### config.mk
export PLATFORM = sky130hd
export DESIGN_NAME = sync_fifo_flex_flat
export DESIGN_NICKNAME = d
export VERILOG_FILES = /design/src/rtl/sync_fifo_flex_if.sv /design/src/rtl/sync_fifo_flex.sv /design/src/flat_wrapper.sv
export SDC_FILE = /design/constraint.sdc
export NUM_CORES = 1
export LEC_CHECK = 0
export ABC_AREA = 1
export BUFFER_PORTS_ARGS = -buffer_cell sky130_fd_sc_hd__buf_4
export CORE_MARGIN = 1.5
export CORE_UTILIZATION = 55
export DETAILED_ROUTE_END_ITERATION = 12
export PLACE_DENSITY = 0.83
export SETUP_SLACK_MARGIN = 0.4
export SYNTH_ARGS = -nofsm -noshare
export SYNTH_HDL_FRONTEND = slang
export SYNTH_SLANG_ARGS = --single-unit
### constraint.sdc
create_clock -name clk -period 2.75 [get_ports clk]
set_clock_uncertainty 0.15 [all_clocks]
set_input_delay 0.55 -clock clk [delete_from_list [all_inputs] [get_ports clk]]
set_output_delay 0.55 -clock clk [all_outputs]
set_load 0.02 [all_outputs]
### src/rtl/sync_fifo_flex_if.sv
// Handshake and status bundle between a producer/consumer pair and sync_fifo_flex.
// master = the side driving requests; slave = the FIFO itself.
interface sync_fifo_flex_if #(
  parameter int DATA_WIDTH = 8,
  parameter int ADDR_WIDTH = 4
);
  logic                  wr_en;
  logic [DATA_WIDTH-1:0] data_in;
  logic                  rd_en;
  logic [DATA_WIDTH-1:0] data_out;
  logic                  rd_valid;
  logic                  flush;
  logic                  clr_err;
  logic                  full;
  logic                  empty;
  logic                  almost_full;
  logic                  almost_empty;
  logic [ADDR_WIDTH:0]   count;
  logic                  overflow;
  logic                  underflow;

  modport master (
    output wr_en, data_in, rd_en, flush, clr_err,
    input  data_out, rd_valid, full, empty, almost_full, almost_empty,
           count, overflow, underflow
  );

  modport slave (
    input  wr_en, data_in, rd_en, flush, clr_err,
    output data_out, rd_valid, full, empty, almost_full, almost_empty,
           count, overflow, underflow
  );
endinterface

### src/rtl/sync_fifo_flex.sv
// Single-clock FIFO with standard (1-cycle registered) or FWFT read, occupancy count,
// almost thresholds, sync flush and sticky overflow/underflow; requests beyond full/empty are dropped.
module sync_fifo_flex #(
  parameter int DATA_WIDTH = 8,
  parameter int ADDR_WIDTH = 4,
  parameter int FWFT       = 0,
  parameter int AF_THRESH  = (2**ADDR_WIDTH) - 4,
  parameter int AE_THRESH  = 2
) (
  input logic             clk,
  input logic             rst_n,
  sync_fifo_flex_if.slave bus
);

  localparam int DEPTH = 2**ADDR_WIDTH;
  localparam logic [ADDR_WIDTH:0]   DEPTH_L = (ADDR_WIDTH+1)'(DEPTH);
  localparam logic [ADDR_WIDTH:0]   AF_L    = (ADDR_WIDTH+1)'(AF_THRESH);
  localparam logic [ADDR_WIDTH:0]   AE_L    = (ADDR_WIDTH+1)'(AE_THRESH);
  localparam logic [ADDR_WIDTH-1:0] PTR_ONE = ADDR_WIDTH'(1);
  localparam logic [ADDR_WIDTH:0]   CNT_ONE = (ADDR_WIDTH+1)'(1);

  logic [DATA_WIDTH-1:0] r_mem [DEPTH];
  logic [ADDR_WIDTH-1:0] r_wr_ptr;
  logic [ADDR_WIDTH-1:0] r_rd_ptr;
  logic [ADDR_WIDTH:0]   r_count;
  logic                  r_full;
  logic                  r_empty;
  logic                  r_af;
  logic                  r_ae;
  logic                  r_ovf;
  logic                  r_unf;

  logic                  w_wr_acc;
  logic                  w_rd_acc;
  logic                  w_ovf_evt;
  logic                  w_unf_evt;
  logic [ADDR_WIDTH:0]   w_count_nxt;

  // Acceptance uses the registered flags only, so no input reaches full/empty/count combinationally.
  assign w_wr_acc  = bus.wr_en && !r_full  && !bus.flush;
  assign w_rd_acc  = bus.rd_en && !r_empty && !bus.flush;
  assign w_ovf_evt = bus.wr_en &&  r_full  && !bus.flush;
  assign w_unf_evt = bus.rd_en &&  r_empty && !bus.flush;

  assign w_count_nxt = r_count + (w_wr_acc ? CNT_ONE : '0) - (w_rd_acc ? CNT_ONE : '0);

  always_ff @(posedge clk) begin
    if (!rst_n || bus.flush) begin
      r_wr_ptr <= '0;
      r_rd_ptr <= '0;
      r_count  <= '0;
      r_full   <= 1'b0;
      r_empty  <= 1'b1;
      r_af     <= 1'b0;
      r_ae     <= 1'b1;
    end else begin
      if (w_wr_acc) r_wr_ptr <= r_wr_ptr + PTR_ONE;
      if (w_rd_acc) r_rd_ptr <= r_rd_ptr + PTR_ONE;
      r_count <= w_count_nxt;
      r_full  <= (w_count_nxt == DEPTH_L);
      r_empty <= (w_count_nxt == '0);
      r_af    <= (w_count_nxt >= AF_L);
      r_ae    <= (w_count_nxt <= AE_L);
    end
  end

  // A fresh error event beats clr_err in the same cycle.
  always_ff @(posedge clk) begin
    if (!rst_n) begin
      r_ovf <= 1'b0;
      r_unf <= 1'b0;
    end else begin
      r_ovf <= w_ovf_evt || (r_ovf && !bus.clr_err);
      r_unf <= w_unf_evt || (r_unf && !bus.clr_err);
    end
  end

  always_ff @(posedge clk) begin
    if (w_wr_acc) r_mem[r_wr_ptr] <= bus.data_in;
  end

  generate
    if (FWFT != 0) begin : g_fwft
      assign bus.data_out = r_empty ? '0 : r_mem[r_rd_ptr];
      assign bus.rd_valid = !r_empty;
    end else begin : g_std
      logic [DATA_WIDTH-1:0] r_dout;
      logic                  r_rvld;

      always_ff @(posedge clk) begin
        if (!rst_n) begin
          r_dout <= '0;
          r_rvld <= 1'b0;
        end else begin
          r_rvld <= w_rd_acc;
          if (w_rd_acc) r_dout <= r_mem[r_rd_ptr];
        end
      end

      assign bus.data_out = r_dout;
      assign bus.rd_valid = r_rvld;
    end
  endgenerate

  assign bus.full         = r_full;
  assign bus.empty        = r_empty;
  assign bus.almost_full  = r_af;
  assign bus.almost_empty = r_ae;
  assign bus.count        = r_count;
  assign bus.overflow     = r_ovf;
  assign bus.underflow    = r_unf;

endmodule

### src/flat_wrapper.sv
// flat-port wrapper written by rule: the top's interface ports become plain ports
module sync_fifo_flex_flat 
#(
  parameter int DATA_WIDTH = 8,
  parameter int ADDR_WIDTH = 4,
  parameter int FWFT       = 0,
  parameter int AF_THRESH  = (2**ADDR_WIDTH) - 4,
  parameter int AE_THRESH  = 2
)
  (clk, rst_n, bus_wr_en, bus_data_in, bus_rd_en, bus_flush, bus_clr_err, bus_data_out, bus_rd_valid, bus_full, bus_empty, bus_almost_full, bus_almost_empty, bus_count, bus_overflow, bus_underflow);
  sync_fifo_flex_if #(.DATA_WIDTH(DATA_WIDTH), .ADDR_WIDTH(ADDR_WIDTH)) bus_i ();
  input logic clk;
  input logic rst_n;
  input wire logic [$bits(bus_i.wr_en)-1:0] bus_wr_en;
  input wire logic [$bits(bus_i.data_in)-1:0] bus_data_in;
  input wire logic [$bits(bus_i.rd_en)-1:0] bus_rd_en;
  input wire logic [$bits(bus_i.flush)-1:0] bus_flush;
  input wire logic [$bits(bus_i.clr_err)-1:0] bus_clr_err;
  output wire logic [$bits(bus_i.data_out)-1:0] bus_data_out;
  output wire logic [$bits(bus_i.rd_valid)-1:0] bus_rd_valid;
  output wire logic [$bits(bus_i.full)-1:0] bus_full;
  output wire logic [$bits(bus_i.empty)-1:0] bus_empty;
  output wire logic [$bits(bus_i.almost_full)-1:0] bus_almost_full;
  output wire logic [$bits(bus_i.almost_empty)-1:0] bus_almost_empty;
  output wire logic [$bits(bus_i.count)-1:0] bus_count;
  output wire logic [$bits(bus_i.overflow)-1:0] bus_overflow;
  output wire logic [$bits(bus_i.underflow)-1:0] bus_underflow;
  assign bus_i.wr_en = bus_wr_en;
  assign bus_i.data_in = bus_data_in;
  assign bus_i.rd_en = bus_rd_en;
  assign bus_i.flush = bus_flush;
  assign bus_i.clr_err = bus_clr_err;
  assign bus_data_out = bus_i.data_out;
  assign bus_rd_valid = bus_i.rd_valid;
  assign bus_full = bus_i.full;
  assign bus_empty = bus_i.empty;
  assign bus_almost_full = bus_i.almost_full;
  assign bus_almost_empty = bus_i.almost_empty;
  assign bus_count = bus_i.count;
  assign bus_overflow = bus_i.overflow;
  assign bus_underflow = bus_i.underflow;
  sync_fifo_flex #(.DATA_WIDTH(DATA_WIDTH), .ADDR_WIDTH(ADDR_WIDTH), .FWFT(FWFT), .AF_THRESH(AF_THRESH), .AE_THRESH(AE_THRESH)) u_core (.clk(clk), .rst_n(rst_n), .bus(bus_i));
endmodule
==> results.yml <==
worst_hold_path:
  min_to: "u_core.r_rd_ptr[1]$_SDFFE_PP0P_"
  hold_class: "input port to register"
  hold_start: "bus_flush"
  min_path_cells: 2
global_route:
  grt_pass1_vias: 4739
  grt.overflow.total: 0
  antenna_found_initial: 0
  grt_usage_pct: 25.2
  grt_start_max_net_pins: 67
  grt_pass1_wl_mm: 24.1
routing:
  antenna_left: 0
  vias: 4844
  drt_iter0_drc: 590
  totalWireLength_mm: 15.1
  drt_pass1_iterations: 6
  drc_errors: 0
  via_per_inst: 5.49
  wl_per_cell_um: 17.1
floorplan:
  rows: 40
  fp.dieW_um: 114
  die_h_um: 114
  io_pins: 34
  start_util_pct: 56.3
  core_region_area_sq_um: 12000
  dieArea_sq_um: 12900
placed_design:
  dpl.cell_count: 850
  port_buffers: 33
  pre_cts_ws_ps: 199
  hpwl_mm: 9.28
  routabilityCongestion: 0.871
run:
  drv_cap: 0
final_layout:
  multiInputGateArea_sq_um: 1840
  drive_gt1_share_pct: 13.6
  num-nets-final: 747
  area_growth_pct: 15.7
  num-fill-cells: 845
  num_antenna_cells: 0
  layoutNonFillerInstCount: 882
  utilization_pct: 65.1
  seq_area_sq_um: 4410
critical_path:
  timing.critical_path.max_delay_family: "adder cells"
  arrival_ps: 2400
  required_ps: 2920
  cp_max_fo: 6
  worst-path-buf-inv: 4
  r2r_cells: 14
  crit_chain: "inv_2, nand2_8, nor2_4, ha_4, inv_2, ha_4, inv_2, fa_2, nand3b_1, nand2_2, xnor2_2, inv_2, nand2_2, nor2_1"
  crit_type: "register to register"
  ff2ff_setup_slack_ps: 520
  end_kind: "register"
  slowest_stage: "fa_2"
  r2r_end: "u_core.bus.full$_SDFF_PP0_"
  cp_common_cell: "inv_2"
  cp-start-kind: "register"
  reg2reg_from: "u_core.bus.empty$_SDFF_PP1_"
  critical_path.max_stage_delay_ps: 350
clocking:
  numCtsBuffers: 17
  cts_tree: "built"
  ctsRootBufferMaster: "clkbuf_16"
  clkLatencyLatePin_ps: 430
  ctsHoldBuffers: 0
  clk_pin_slew_ps: 60
  clock_path_buffers: 2
  h-tree-depth: 4
  cts.sinks: 156
sta:
  rsz0062_at_grt: "false"
  setup_ws_ps: 521
  fmax_mhz: 449
  setup_viol_count_final: 0
  fin_crit_ps: 2230
  drv_slew: 0
  fin_crit_sh_pct: 81.0
  worst_pin_slew_ps: 748
  maxSlewHeadroom_pct: 50.0
  final_hold_viol_count: 0
  setup_tns_ps: 0
power:
  peakVddDrop_mv: 0.484
  leakage_uw: 0.00333
  power.density_nw_per_um2: 660
logic_synthesis:
  ys_seq_area_share_pct: 65.4
  post-synth-top-area-cell: "edfxtp_1"
  synth_top_area_share_pct: 57.1
  synth_common_cells: "225 x nand2_1, 128 x edfxtp_1, 98 x inv_1, 93 x nand3_1, 28 x dfxtp_1"
  async_reset_ff_share_pct: 0
  yosysMostFrequentCell: "nand2_1"
  ys.flop_type: "edfxtp_1"
  synth_edf_count: 128
  synth_area_per_cell_sq_um: 9.96
  netlist_area_sq_um: 6730
  syn_inst: 676
  synthesis.nets: 701
  ys_ff_latch: 156
  yosys_warnings: 0
  ys_top_cells_by_area: "edfxtp_1 57%, nand2_1 13%, dfxtp_1 8.3%, nand3_1 6.9%, inv_1 5.5%"
  synth_cell_types: 23
outcome:
  outcome: "complete, no violations"
report_power, final:
part           switching (uW)  total (uW)  internal [uW]  leakage (uW)
clock network             874        2170           1290      0.000282
logic                     239         365            126       0.00167
registers                16.9        2600           2590       0.00138
total                    1130        5140           4010       0.00333
timing repair:
action / CTS / global route
endpoints found under the setup margin: 0 / 5
gates resized for setup: 0 / 7
buffers inserted: 0 / 0
layout by cell type (no fill, tap or decap), drive strengths merged, types with 3 or more instances in the layout:
master    n
nand2   225
nand3    93
o21a      8
dfxtp    28
edfxtp  128
a21oi    12
inv     101
o21ai     6
ha       10
buf      54
xnor2     3
clkbuf   25
clkinv    8
nor2     29
kinds of logic (layout without fill, tap and decap cells):
kind of cell / count (synthesis) / in the layout / share of synthesized area [%]
and+or+nand+nor: 349 / 349 / 21.5
buffers and inverters: 129 / 188 / 8.05
adders and majority gates: 11 / 11 / 2.16
xor gates and xnor gates: 3 / 3 / 0.390
AOI/OAI and AO/OA: 28 / 28 / 2.47
DFF: 156 / 156 / 65.4
flip-flops by register name (all words and copies together) (netlist names), 4 cells and up:
signal	count
u_core.bus.count	5
u_core.r_wr_ptr	4
u_core.r_mem	128
u_core.r_rd_ptr	4
u_core.bus.data_out	8
metal layers:
metal	GRT usage, %	part of all wire [%]
met1	31.9	39
met2	40.5	49
met3	6.00	7.9
met4	13.3	3.5
met5	0	0
metrics by stage:
step	instance area [sq um]	hold WS, ps	total power [uW]
6_report	7790	229	5140
5_1_grt	7790	226	5300
4_1_cts	7770	212	5140
3_5_place_dp	7220	307	3000
3_3_place_gp	7220	301	2980
2_1_floorplan	6780	317	2860
how the worst max path moves through the flow:
stage	from	slack [ps]	end	cells past startpoint
3_3_place_gp	bus_rd_en	260	u_core.bus.almost_full$_SDFF_PP0_	14
2_1_floorplan	bus_rd_en	230	u_core.bus.almost_full$_SDFF_PP0_	14
5_1_grt	u_core.bus.full$_SDFF_PP0_	370	u_core.bus.almost_full$_SDFF_PP0_	12
3_5_place_dp	bus_flush	200	u_core.bus.full$_SDFF_PP0_	13
4_1_cts	u_core.bus.empty$_SDFF_PP1_	420	u_core.bus.full$_SDFF_PP0_	14
6_report	u_core.bus.empty$_SDFF_PP1_	520	u_core.bus.full$_SDFF_PP0_	14
area by class of cell:
type,instances,area share (%)
sequential,156,56.6
clock buffer,25,6.64
clock inverter,7,0.466
inverter,102,4.92
tap,147,2.36
timing repair buffer,54,5.37
multi-input combinational,391,23.7
No activity file was read; power rests on OpenSTA's default activity.
